[src/rtl/move_sequencer.sv]
// move_sequencer: walks the 4x4 board one line at a time, feeding each line
// through an external combinational merge unit and writing the result back.
// Reports whether the move changed the board and whether the win tile appeared.
module move_sequencer #(
    parameter int CELL_W    = 12,
    parameter int WIN_VALUE = 256
) (
    input  logic                ClkPort,
    input  logic                Reset_bar,
    input  logic                mv_req,
    input  logic [1:0]          mv_dir,
    output logic                mv_busy,
    output logic                mv_ack,
    output logic                changed,
    output logic                win,
    output logic                spawn_req,
    output logic [3:0]          rd_addr,
    input  logic [CELL_W-1:0]   rd_data,
    output logic [4*CELL_W-1:0] ln_out,
    input  logic [4*CELL_W-1:0] ln_in,
    output logic                wr_en,
    output logic [3:0]          wr_addr,
    output logic [CELL_W-1:0]   wr_data
);

    localparam logic [CELL_W-1:0] WIN_CELL = CELL_W'(WIN_VALUE);

    typedef enum logic [2:0] {
        ST_IDLE,
        ST_READ,
        ST_MERGE,
        ST_WRITE,
        ST_DONE
    } state_t;

    state_t            state_reg;
    state_t            state_next;
    logic [1:0]        line_reg;
    logic [1:0]        elem_reg;
    logic [1:0]        dir_reg;
    logic              changed_reg;
    logic              win_reg;
    logic [CELL_W-1:0] lbuf_reg [4];
    logic [CELL_W-1:0] rbuf_reg [4];
    logic [CELL_W-1:0] merged   [4];
    logic [3:0]        win_hit;
    logic              line_diff;
    logic [3:0]        cur_cell;
    logic              accept;

    // Board index of element k of line l; element 0 is the cell tiles slide toward.
    // 3-k on a 2-bit index is its bitwise complement.
    function automatic logic [3:0] cell_index(input logic [1:0] d,
                                              input logic [1:0] l,
                                              input logic [1:0] k);
        case (d)
            2'b00:   return {k, l};    // up
            2'b01:   return {~k, l};   // down
            2'b10:   return {l, k};    // left
            default: return {l, ~k};   // right
        endcase
    endfunction

    assign cur_cell  = cell_index(dir_reg, line_reg, elem_reg);
    assign accept    = (state_reg == ST_IDLE) && mv_req;
    assign line_diff = (ln_in != ln_out);
    assign changed   = changed_reg;
    assign win       = win_reg;

    generate
        for (genvar gi = 0; gi < 4; gi++) begin : g_elem
            assign ln_out[gi*CELL_W +: CELL_W] = lbuf_reg[gi];
            assign merged[gi]  = ln_in[gi*CELL_W +: CELL_W];
            assign win_hit[gi] = (merged[gi] == WIN_CELL);

            // Capture element gi of the line being gathered.
            always_ff @(posedge ClkPort or negedge Reset_bar) begin
                if (!Reset_bar) begin
                    lbuf_reg[gi] <= '0;
                end else if (state_reg == ST_READ && elem_reg == 2'(gi)) begin
                    lbuf_reg[gi] <= rd_data;
                end
            end

            // Hold element gi of the merged line for the write-back pass.
            always_ff @(posedge ClkPort or negedge Reset_bar) begin
                if (!Reset_bar) begin
                    rbuf_reg[gi] <= '0;
                end else if (state_reg == ST_MERGE) begin
                    rbuf_reg[gi] <= merged[gi];
                end
            end
        end
    endgenerate

    // State register.
    always_ff @(posedge ClkPort or negedge Reset_bar) begin
        if (!Reset_bar) begin
            state_reg <= ST_IDLE;
        end else begin
            state_reg <= state_next;
        end
    end

    // Next-state decode: 4 reads, 1 merge, 4 writes per line, four lines.
    always_comb begin
        state_next = state_reg;
        case (state_reg)
            ST_IDLE:  if (mv_req) state_next = ST_READ;
            ST_READ:  if (elem_reg == 2'd3) state_next = ST_MERGE;
            ST_MERGE: state_next = ST_WRITE;
            ST_WRITE: begin
                if (elem_reg == 2'd3) begin
                    state_next = (line_reg == 2'd3) ? ST_DONE : ST_READ;
                end
            end
            ST_DONE:  state_next = ST_IDLE;
            default:  state_next = ST_IDLE;
        endcase
    end

    // Line/element counters, latched direction and sticky move flags.
    // elem wraps 3->0 naturally, leaving it at 0 for the next phase.
    always_ff @(posedge ClkPort or negedge Reset_bar) begin
        if (!Reset_bar) begin
            line_reg    <= '0;
            elem_reg    <= '0;
            dir_reg     <= '0;
            changed_reg <= 1'b0;
            win_reg     <= 1'b0;
        end else if (accept) begin
            line_reg    <= '0;
            elem_reg    <= '0;
            dir_reg     <= mv_dir;
            changed_reg <= 1'b0;
            win_reg     <= 1'b0;
        end else begin
            case (state_reg)
                ST_READ: elem_reg <= elem_reg + 2'd1;
                ST_MERGE: begin
                    changed_reg <= changed_reg | line_diff;
                    win_reg     <= win_reg | (|win_hit);
                end
                ST_WRITE: begin
                    elem_reg <= elem_reg + 2'd1;
                    if (elem_reg == 2'd3) line_reg <= line_reg + 2'd1;
                end
                default: ;
            endcase
        end
    end

    // Output decode: addresses and strobes are only non-zero in their own phase.
    always_comb begin
        mv_busy   = (state_reg != ST_IDLE);
        mv_ack    = 1'b0;
        spawn_req = 1'b0;
        rd_addr   = '0;
        wr_en     = 1'b0;
        wr_addr   = '0;
        wr_data   = '0;
        case (state_reg)
            ST_READ:  rd_addr = cur_cell;
            ST_WRITE: begin
                wr_en   = 1'b1;
                wr_addr = cur_cell;
                wr_data = rbuf_reg[elem_reg];
            end
            ST_DONE: begin
                mv_ack    = 1'b1;
                spawn_req = changed_reg;
            end
            default: ;
        endcase
    end

endmodule

[config.mk]
export PLATFORM = sky130hd
export DESIGN_NAME = move_sequencer
export DESIGN_NICKNAME = d
export VERILOG_FILES = /design/src/rtl/move_sequencer.sv
export SDC_FILE = /design/constraint.sdc
export NUM_CORES = 1
export LEC_CHECK = 0
export ABC_AREA = 0
export CAP_MARGIN = 25
export CELL_PAD_IN_SITES_DETAIL_PLACEMENT = 1
export CELL_PAD_IN_SITES_GLOBAL_PLACEMENT = 1
export CORE_ASPECT_RATIO = 2
export CORE_MARGIN = 3
export CORE_UTILIZATION = 39
export DETAILED_ROUTE_END_ITERATION = 7
export PLACE_DENSITY = 0.84
export SYNTH_ARGS = -nofsm -noshare
export SYNTH_HDL_FRONTEND = slang
export SYNTH_SLANG_ARGS = --single-unit
[constraint.sdc]
create_clock -name ClkPort -period 2.4 [get_ports ClkPort]
set_input_delay 0.48 -clock ClkPort [delete_from_list [all_inputs] [get_ports ClkPort]]
set_output_delay 0.48 -clock ClkPort [all_outputs]
set_load 0.01 [all_outputs]
==> results of run 1 <==
## power by group through the flow
stage | logic (µW) | registers (µW) | clock network [µW]
floorplan | 3100 | 3500 | 0
global placement | 5440 | 3530 | 0
detailed placement | 5630 | 3590 | 0
CTS | 5750 | 3620 | 1720
global route | 6070 | 3740 | 1790
finish | 5710 | 3620 | 1710
## metrics by stage
stage,utilization (%),hold WS (ps),instance area [µm²],setup WS (ps),TNS [ps]
floorplan,-,184,5400,349,0
CTS,55.2,143,7460,-43.8,-122
global placement,52.2,463,7060,-28.3,-28.3
finish,55.3,128,7470,-21.6,-41.2
detailed placement,52.2,469,7060,-27.1,-27.1
global route,55.3,158,7470,-78.9,-244
## cell families after synthesis
logic type / Yosys count / synth area share (%)
fa+ha+maj: 5 / 1.16
compound gates: 12 / 1.30
flops: 107 / 49.6
simple gates: 83 / 8.98
mux: 110 / 28.1
buf+inv: 23 / 2.44
xor+xnor: 52 / 8.44
## layout make-up
class	count	area (µm²)
Fill cell	1359	6040
Tap cell	155	194
Clock inverter	7	116
Sequential cell	107	2680
Inverter	7	26.3
Clock buffer	9	225
Multi-Input combinational cell	262	2630
Timing Repair Buffer	167	1600
## worst max path at each step
stage | startpoint | endpoint | slack, ps
after floorplan | elem_reg[0]$_DFFE_PN0P_ | wr_data[10] | 350
after global placement | ln_in[32] | changed$_DFFE_PN0P_ | -30
after detailed placement | ln_in[32] | changed$_DFFE_PN0P_ | -30
after CTS | elem_reg[0]$_DFFE_PN0P_ | wr_data[6] | -40
after global routing | elem_reg[0]$_DFFE_PN0P_ | wr_data[4] | -80
final | elem_reg[0]$_DFFE_PN0P_ | wr_data[4] | -20
## placed cells by master, fill, tap and decap left out, drive strengths merged, types with 6 or more instances in the layout
master,n
dfrtp,107
nand3,6
nor4,15
inv,7
mux2,96
nor2,20
xnor2,21
clkbuf,11
nand2,7
xor2,31
clkdlybuf4s50,117
buf,39
and3,13
nand4,7
mux4,12
## layer usage
metal,track usage (%),vias to the layer above,routed length (µm)
met5,0,-,0
met4,14.1,0,1110
met3,3.77,54,600
met2,43.9,143,10100
met1,28.0,2052,6550
li1,-,1721,-
## worst max-delay path: stages, from the launching register on
cell	delay, ps
sky130_fd_sc_hd__dfrtp_1	430
sky130_fd_sc_hd__buf_6	120
sky130_fd_sc_hd__buf_6	90
sky130_fd_sc_hd__buf_4	110
sky130_fd_sc_hd__mux4_2	510
sky130_fd_sc_hd__and3_4	200
sky130_fd_sc_hd__buf_2	130
## repair_timing
action                     4_1_cts  5_1_grt
setup endpoints to repair       18       15
pin swaps                        0        0
resized for setup               50       15
cloned                           0        0
setup buffers                    7        2
==> impl_metrics.prom, run 1 <==
# TYPE chip_impl_metric gauge
chip_impl_info{name="run_status",value="complete, but fails checks"} 1
chip_impl_info{name="violations_in_the_final_reports",value="negative setup slack"} 1
chip_impl_metric{name="post_synth_inst_count",unit=""} 392
chip_impl_metric{name="drt_iter0_drc",unit=""} 289
chip_impl_metric{name="io_pins",unit=""} 139
chip_impl_metric{name="finalMaxSlewViolations",unit=""} 0
chip_impl_metric{name="relative_contribution_of_sequential_cells_to_total_power",unit="%"} 32.8
chip_impl_metric{name="p_per_area",unit="nW/µm²"} 1480
chip_impl_metric{name="max_freq",unit="MHz"} 413
chip_impl_metric{name="cts_buffers",unit=""} 9
chip_impl_metric{name="reg2reg_setup_slack",unit="ps"} 480
chip_impl_info{name="synth.largest_area_cell",value="sky130_fd_sc_hd__dfrtp_1"} 1
chip_impl_metric{name="netlist_area",unit="µm²"} 5400
chip_impl_metric{name="post-place-cells",unit=""} 689
chip_impl_metric{name="maxCapViolCount",unit=""} 0
chip_impl_metric{name="grt_pass1_wl",unit="µm"} 27600
chip_impl_metric{name="die-area",unit="µm²"} 15400
chip_impl_metric{name="clock_latency_reported_for_the_late_side_of_the_worst_skew_pair",unit="ps"} 350
chip_impl_info{name="hp-class",value="primary input to asynchronous set/reset pin"} 1
chip_impl_metric{name="share_comb_of_total_power",unit="%"} 51.7
chip_impl_metric{name="clock_sinks",unit=""} 107
chip_impl_info{name="postSynth.topFlopCell",value="sky130_fd_sc_hd__dfrtp_1"} 1
chip_impl_metric{name="cts-root-to-sink-buffers",unit=""} 2
chip_impl_metric{name="postRouteAntennaNets",unit=""} 0
chip_impl_metric{name="power_report.internal_total",unit="µW"} 7110
chip_impl_metric{name="finalHoldViolations",unit=""} 0
chip_impl_metric{name="firstDrtPassIters",unit=""} 4
chip_impl_metric{name="max-vdd-ir-drop",unit="mV"} 0.809
chip_impl_metric{name="htreeDepth",unit=""} 3
chip_impl_metric{name="timing.critical_path.arrival",unit="ps"} 1940
chip_impl_info{name="clock-root-buffer",value="sky130_fd_sc_hd__clkbuf_16"} 1
chip_impl_metric{name="dp_hpwl",unit="µm"} 13800
chip_impl_metric{name="vias",unit=""} 3970
chip_impl_metric{name="postSynthAreaPerCell",unit="µm²"} 13.8
chip_impl_metric{name="power_leakage",unit="µW"} 0.00325
chip_impl_info{name="rsz0062_at_grt",value="true"} 1
chip_impl_metric{name="gr-usage-all-layers",unit="%"} 25.0
chip_impl_info{name="timing.rr.end",value="changed$_DFFE_PN0P_"} 1
chip_impl_info{name="cts_tree",value="yes"} 1
chip_impl_metric{name="synth_edf_count",unit=""} 0
chip_impl_metric{name="pwr-share-clk",unit="%"} 15.5
chip_impl_metric{name="io_buffer_count",unit=""} 138
chip_impl_metric{name="total_power",unit="µW"} 11000
chip_impl_metric{name="starting_utilization_of_the_core_area",unit="%"} 39.9
chip_impl_metric{name="number_of_flip_flops_and_latches_in_the_synthesized_netlist",unit=""} 107
chip_impl_info{name="timing.critical_path.from_type",value="flip-flop"} 1
chip_impl_metric{name="post-route-period-util",unit="%"} 101
chip_impl_info{name="setup.worst_path.end_class",value="output pin"} 1
chip_impl_metric{name="maxSlewHeadroom",unit="%"} 54.3
chip_impl_metric{name="rr_worst_depth",unit=""} 5
chip_impl_metric{name="placementRows",unit=""} 60
chip_impl_metric{name="core_area",unit="µm²"} 13500
chip_impl_metric{name="finalSetupViolations",unit=""} 3
chip_impl_metric{name="synth_sequential_area_ratio",unit="%"} 49.6
chip_impl_info{name="setup.worst_path.class",value="flip-flop to output pin"} 1
chip_impl_metric{name="grt_overflow_total",unit=""} 0
chip_impl_metric{name="worst_slew_pin_slew",unit="ps"} 680
chip_impl_metric{name="post_drt_via_cell_ratio",unit=""} 5.56
chip_impl_metric{name="finalWorstSetupSlack",unit="ps"} -21.6
chip_impl_metric{name="worst_ep_required_time",unit="ps"} 1920
chip_impl_metric{name="route.detailed.drc",unit=""} 0
chip_impl_metric{name="fin_cells",unit=""} 714
chip_impl_metric{name="yosysTopAreaCellShare",unit="%"} 49.6
chip_impl_metric{name="detailed_route_wire_length",unit="µm"} 18300
chip_impl_metric{name="netlist-cell-type-count",unit=""} 35
chip_impl_metric{name="die_outline_height",unit="µm"} 172
chip_impl_metric{name="final_gp_congestion",unit=""} 0.919
chip_impl_info{name="cell_with_the_most_instances_after_synthesis",value="sky130_fd_sc_hd__dfrtp_1"} 1
chip_impl_metric{name="mappedNetlistNets",unit=""} 462
chip_impl_info{name="critical_path.reg2reg.startpoint",value="ln_out[32]$_DFFE_PN0P_"} 1
chip_impl_metric{name="timing.final.crit_period",unit="ps"} 2420
chip_impl_metric{name="ys_warns",unit=""} 0
chip_impl_info{name="synth.area.top_cells",value="sky130_fd_sc_hd__dfrtp_1 (50%), sky130_fd_sc_hd__mux2_2 (11%), sky130_fd_sc_hd__mux2_4 (11%), sky130_fd_sc_hd__xor2_1 (5.0%), sky130_fd_sc_hd__mux4_2 (5.0%)"} 1
chip_impl_metric{name="netSwitchingPower",unit="µW"} 3930
chip_impl_metric{name="sw_frac_of_total",unit="%"} 35.6
chip_impl_metric{name="design.final.nets",unit=""} 624
chip_impl_metric{name="worstPathMaxFanout",unit=""} 3
chip_impl_metric{name="die_w",unit="µm"} 89.2
chip_impl_metric{name="grt_antenna_before_repair",unit=""} 0
chip_impl_metric{name="max_clock_skew",unit="ps"} 6.25
chip_impl_metric{name="cts-hold-fix-buffers",unit=""} 0
chip_impl_info{name="netlist_top_cells_count",value="sky130_fd_sc_hd__dfrtp_1 (107), sky130_fd_sc_hd__mux2_2 (55), sky130_fd_sc_hd__mux2_4 (38)"} 1
chip_impl_metric{name="first_global_vias",unit=""} 4524
chip_impl_metric{name="insertedDiodeCount",unit=""} 0
chip_impl_metric{name="detail_route.wl_per_cell",unit="µm"} 25.7
chip_impl_metric{name="async_reset_ff_share",unit="%"} 100
chip_impl_metric{name="clk_pin_slew",unit="ps"} 70
chip_impl_metric{name="syn2layout_area_growth",unit="%"} 38.5
chip_impl_metric{name="post_route_cells_drive_above_1_share",unit="%"} 32.0
chip_impl_metric{name="grt_start_max_net_pins",unit=""} 51
Note: power is estimated with default switching activity, not from simulation.
==> run 2: changes to the inputs <==
--- a/config.mk
+++ b/config.mk
@@ -13,6 +13,7 @@
 export CORE_MARGIN = 3
 export CORE_UTILIZATION = 39
 export DETAILED_ROUTE_END_ITERATION = 7
+export GPL_TIMING_DRIVEN = 0
 export PLACE_DENSITY = 0.84
 export SYNTH_ARGS = -nofsm -noshare
 export SYNTH_HDL_FRONTEND = slang
==> run 2 against run 1 <==
  * The run now ends clean
  * Sequential cell count unchanged
  * Global-route usage up 0.20 points
  * Via count down 0.58%
  * Clock-buffer cell count up 1
  * Sequential power down 2%
==> impl_metrics.prom, run 2 (same netlist as run 1, synthesis figures left out) <==
# TYPE chip_impl_metric gauge
chip_impl_info{name="run_status",value="finished, final reports clean"} 1
chip_impl_info{name="mostFrequentLayoutCells",value="sky130_fd_sc_hd__clkdlybuf4s50_1 (115), sky130_fd_sc_hd__dfrtp_1 (105), sky130_fd_sc_hd__mux2_2 (55), sky130_fd_sc_hd__mux2_4 (38), sky130_fd_sc_hd__xor2_1 (30)"} 1
chip_impl_metric{name="post_drt_via_cell_ratio",unit=""} 5.53
chip_impl_metric{name="clock_latency_reported_for_the_late_side_of_the_worst_skew_pair",unit="ps"} 350
chip_impl_metric{name="cts_buffers",unit=""} 9
chip_impl_info{name="setup.worst_path.class",value="flip-flop to output pin"} 1
chip_impl_metric{name="total_power",unit="µW"} 11100
chip_impl_metric{name="design.final.nets",unit=""} 624
chip_impl_metric{name="route.detailed.drc",unit=""} 0
chip_impl_metric{name="vias",unit=""} 3947
chip_impl_metric{name="grt_pass1_wl",unit="µm"} 27900
chip_impl_metric{name="finalMaxSlewViolations",unit=""} 0
chip_impl_metric{name="post-place-cells",unit=""} 686
chip_impl_info{name="clock-root-buffer",value="sky130_fd_sc_hd__clkbuf_16"} 1
chip_impl_metric{name="die-area",unit="µm²"} 15400
chip_impl_metric{name="io_buffer_count",unit=""} 138
chip_impl_metric{name="grt_antenna_before_repair",unit=""} 0
chip_impl_metric{name="timing.final.crit_period",unit="ps"} 2370
chip_impl_metric{name="starting_utilization_of_the_core_area",unit="%"} 39.9
chip_impl_metric{name="dp_hpwl",unit="µm"} 14400
chip_impl_metric{name="io_pins",unit=""} 139
chip_impl_metric{name="post-route-period-util",unit="%"} 98.7
chip_impl_metric{name="maxCapViolCount",unit=""} 0
chip_impl_metric{name="maxSlewHeadroom",unit="%"} 47.6
chip_impl_info{name="mostFrequentLayoutCell",value="sky130_fd_sc_hd__clkdlybuf4s50_1"} 1
chip_impl_metric{name="final_gp_congestion",unit=""} 0.891
chip_impl_metric{name="max-vdd-ir-drop",unit="mV"} 0.754
chip_impl_metric{name="clock_sinks",unit=""} 107
chip_impl_metric{name="filler_cell_count",unit=""} 1346
chip_impl_metric{name="layout.cell_area.non_filler",unit="µm²"} 7480
chip_impl_metric{name="drt_iter0_drc",unit=""} 215
chip_impl_info{name="timing.critical_path.from_type",value="flip-flop"} 1
chip_impl_info{name="cts_tree",value="yes"} 1
chip_impl_metric{name="grt_start_max_net_pins",unit=""} 77
chip_impl_metric{name="power_leakage",unit="µW"} 0.00322
chip_impl_metric{name="fin_cells",unit=""} 714
chip_impl_metric{name="post_route_cells_drive_above_1_share",unit="%"} 32.9
chip_impl_metric{name="p_per_area",unit="nW/µm²"} 1480
chip_impl_metric{name="max_freq",unit="MHz"} 422
chip_impl_metric{name="syn2layout_area_growth",unit="%"} 38.6
chip_impl_metric{name="firstDrtPassIters",unit=""} 4
chip_impl_metric{name="die_outline_height",unit="µm"} 172
chip_impl_metric{name="timing.critical_path.arrival",unit="ps"} 1890
chip_impl_metric{name="worstPathMaxFanout",unit=""} 5
chip_impl_info{name="hp-class",value="primary input to asynchronous set/reset pin"} 1
chip_impl_metric{name="insertedDiodeCount",unit=""} 0
chip_impl_metric{name="core_area",unit="µm²"} 13500
chip_impl_metric{name="cts-root-to-sink-buffers",unit=""} 2
chip_impl_metric{name="detailed_route_wire_length",unit="µm"} 18700
chip_impl_metric{name="worst_ep_required_time",unit="ps"} 1920
chip_impl_info{name="setup.worst_path.end_class",value="output pin"} 1
chip_impl_metric{name="post_dp_cell_area",unit="µm²"} 7000
chip_impl_metric{name="postRouteAntennaNets",unit=""} 0
chip_impl_metric{name="clk_pin_slew",unit="ps"} 70
chip_impl_metric{name="finalHoldViolations",unit=""} 0
chip_impl_metric{name="htreeDepth",unit=""} 3
chip_impl_metric{name="gr-usage-all-layers",unit="%"} 25.2
chip_impl_metric{name="first_global_vias",unit=""} 4530
chip_impl_metric{name="placementRows",unit=""} 60
chip_impl_metric{name="max_clock_skew",unit="ps"} 7.67
chip_impl_metric{name="detail_route.wl_per_cell",unit="µm"} 26.1
chip_impl_metric{name="cts-hold-fix-buffers",unit=""} 0
chip_impl_metric{name="die_w",unit="µm"} 89.2
chip_impl_metric{name="grt_overflow_total",unit=""} 0
chip_impl_metric{name="totalNegativeSetupSlack",unit="ps"} 0
chip_impl_metric{name="worst_slew_pin_slew",unit="ps"} 779
chip_impl_metric{name="finalSetupViolations",unit=""} 0
run 2: cell types whose count changed in the layout (fill, tap and decap cells not counted), sizes merged:
cell           delta
dlymetal6s2s      -2
clkdlybuf4s50     -2
clkbuf            +6
bufinv            -1
clkinvlp          -1
dlygate4sd2       +3
inv               +1
buf               -4
run 2: final timing paths:
check,start,endpoint,slack [ps],cells after the start
max in group asynchronous,Reset_bar,elem_reg[1]$_DFFE_PN0P_,1570,2
worst max-delay path,elem_reg[0]$_DFFE_PN0P_,wr_data[10],30,6
worst min-delay path,Reset_bar,rbuf_reg[44]$_DFFE_PN0P_,70,1
worst max register to register,state_reg[2]$_DFFE_PN0P_,ln_out[47]$_DFFE_PN0P_,500,7
worst min register to register,rbuf_reg[39]$_DFFE_PN0P_,rbuf_reg[39]$_DFFE_PN0P_,500,1
min in group ClkPort,rbuf_reg[39]$_DFFE_PN0P_,rbuf_reg[39]$_DFFE_PN0P_,500,1
run 2: cell type report:
cell class / count / area [µm²] / area share, %
plain buffers: 16 / 134 / 1.79
clock buffers: 10 / 239 / 3.20
clock inverters: 6 / 87.6 / 1.17
inverters: 7 / 26.3 / 0.351
multi-input cells: 262 / 2640 / 35.3
flip-flops and latches: 107 / 2680 / 35.8
well taps: 155 / 194 / 2.59
repair buffers: 151 / 1480 / 19.8
run 2: critical path, stage by stage (launching register included):
cell and delay, ps:
sky130_fd_sc_hd__dfrtp_1 370, sky130_fd_sc_hd__buf_6 140, sky130_fd_sc_hd__buf_12 110, sky130_fd_sc_hd__buf_16 110, sky130_fd_sc_hd__mux4_2 490, sky130_fd_sc_hd__and3_4 190
sky130_fd_sc_hd__buf_2 130
run 2: what timing repair did:
item,CTS,global route
gates resized for setup,63,18
endpoints found under the setup margin,21,16
gates cloned,1,0
buffers inserted,5,6
run 2: layer usage:
layer | GRT usage (%) | vias to the layer above | part of all wire, %
li1 | - | 1731 | -
met1 | 27.1 | 2034 | 35
met2 | 46.2 | 141 | 57
met3 | 3.24 | 41 | 3.4
met4 | 13.4 | 0 | 5.2
met5 | 0 | - | 0
run 2: through the flow:
stage / hold slack (ps) / setup slack, ps / utilization [%]
after floorplan: 184 / 349 / -
after global placement: 463 / -3000 / 51.6
after detailed placement: 459 / -342 / 51.8
after CTS: 80.0 / 3.65 / 55.1
after global routing: 99.0 / -4.93 / 55.3
final: 74.9 / 31.0 / 55.3
run 2: report_power, final:
| part | total, µW | switching, µW | internal, µW |
|---|---|---|---|
| Combinational | 5920 | 2470 | 3450 |
| Sequential | 3560 | 827 | 2730 |
| Clock | 1620 | 677 | 945 |
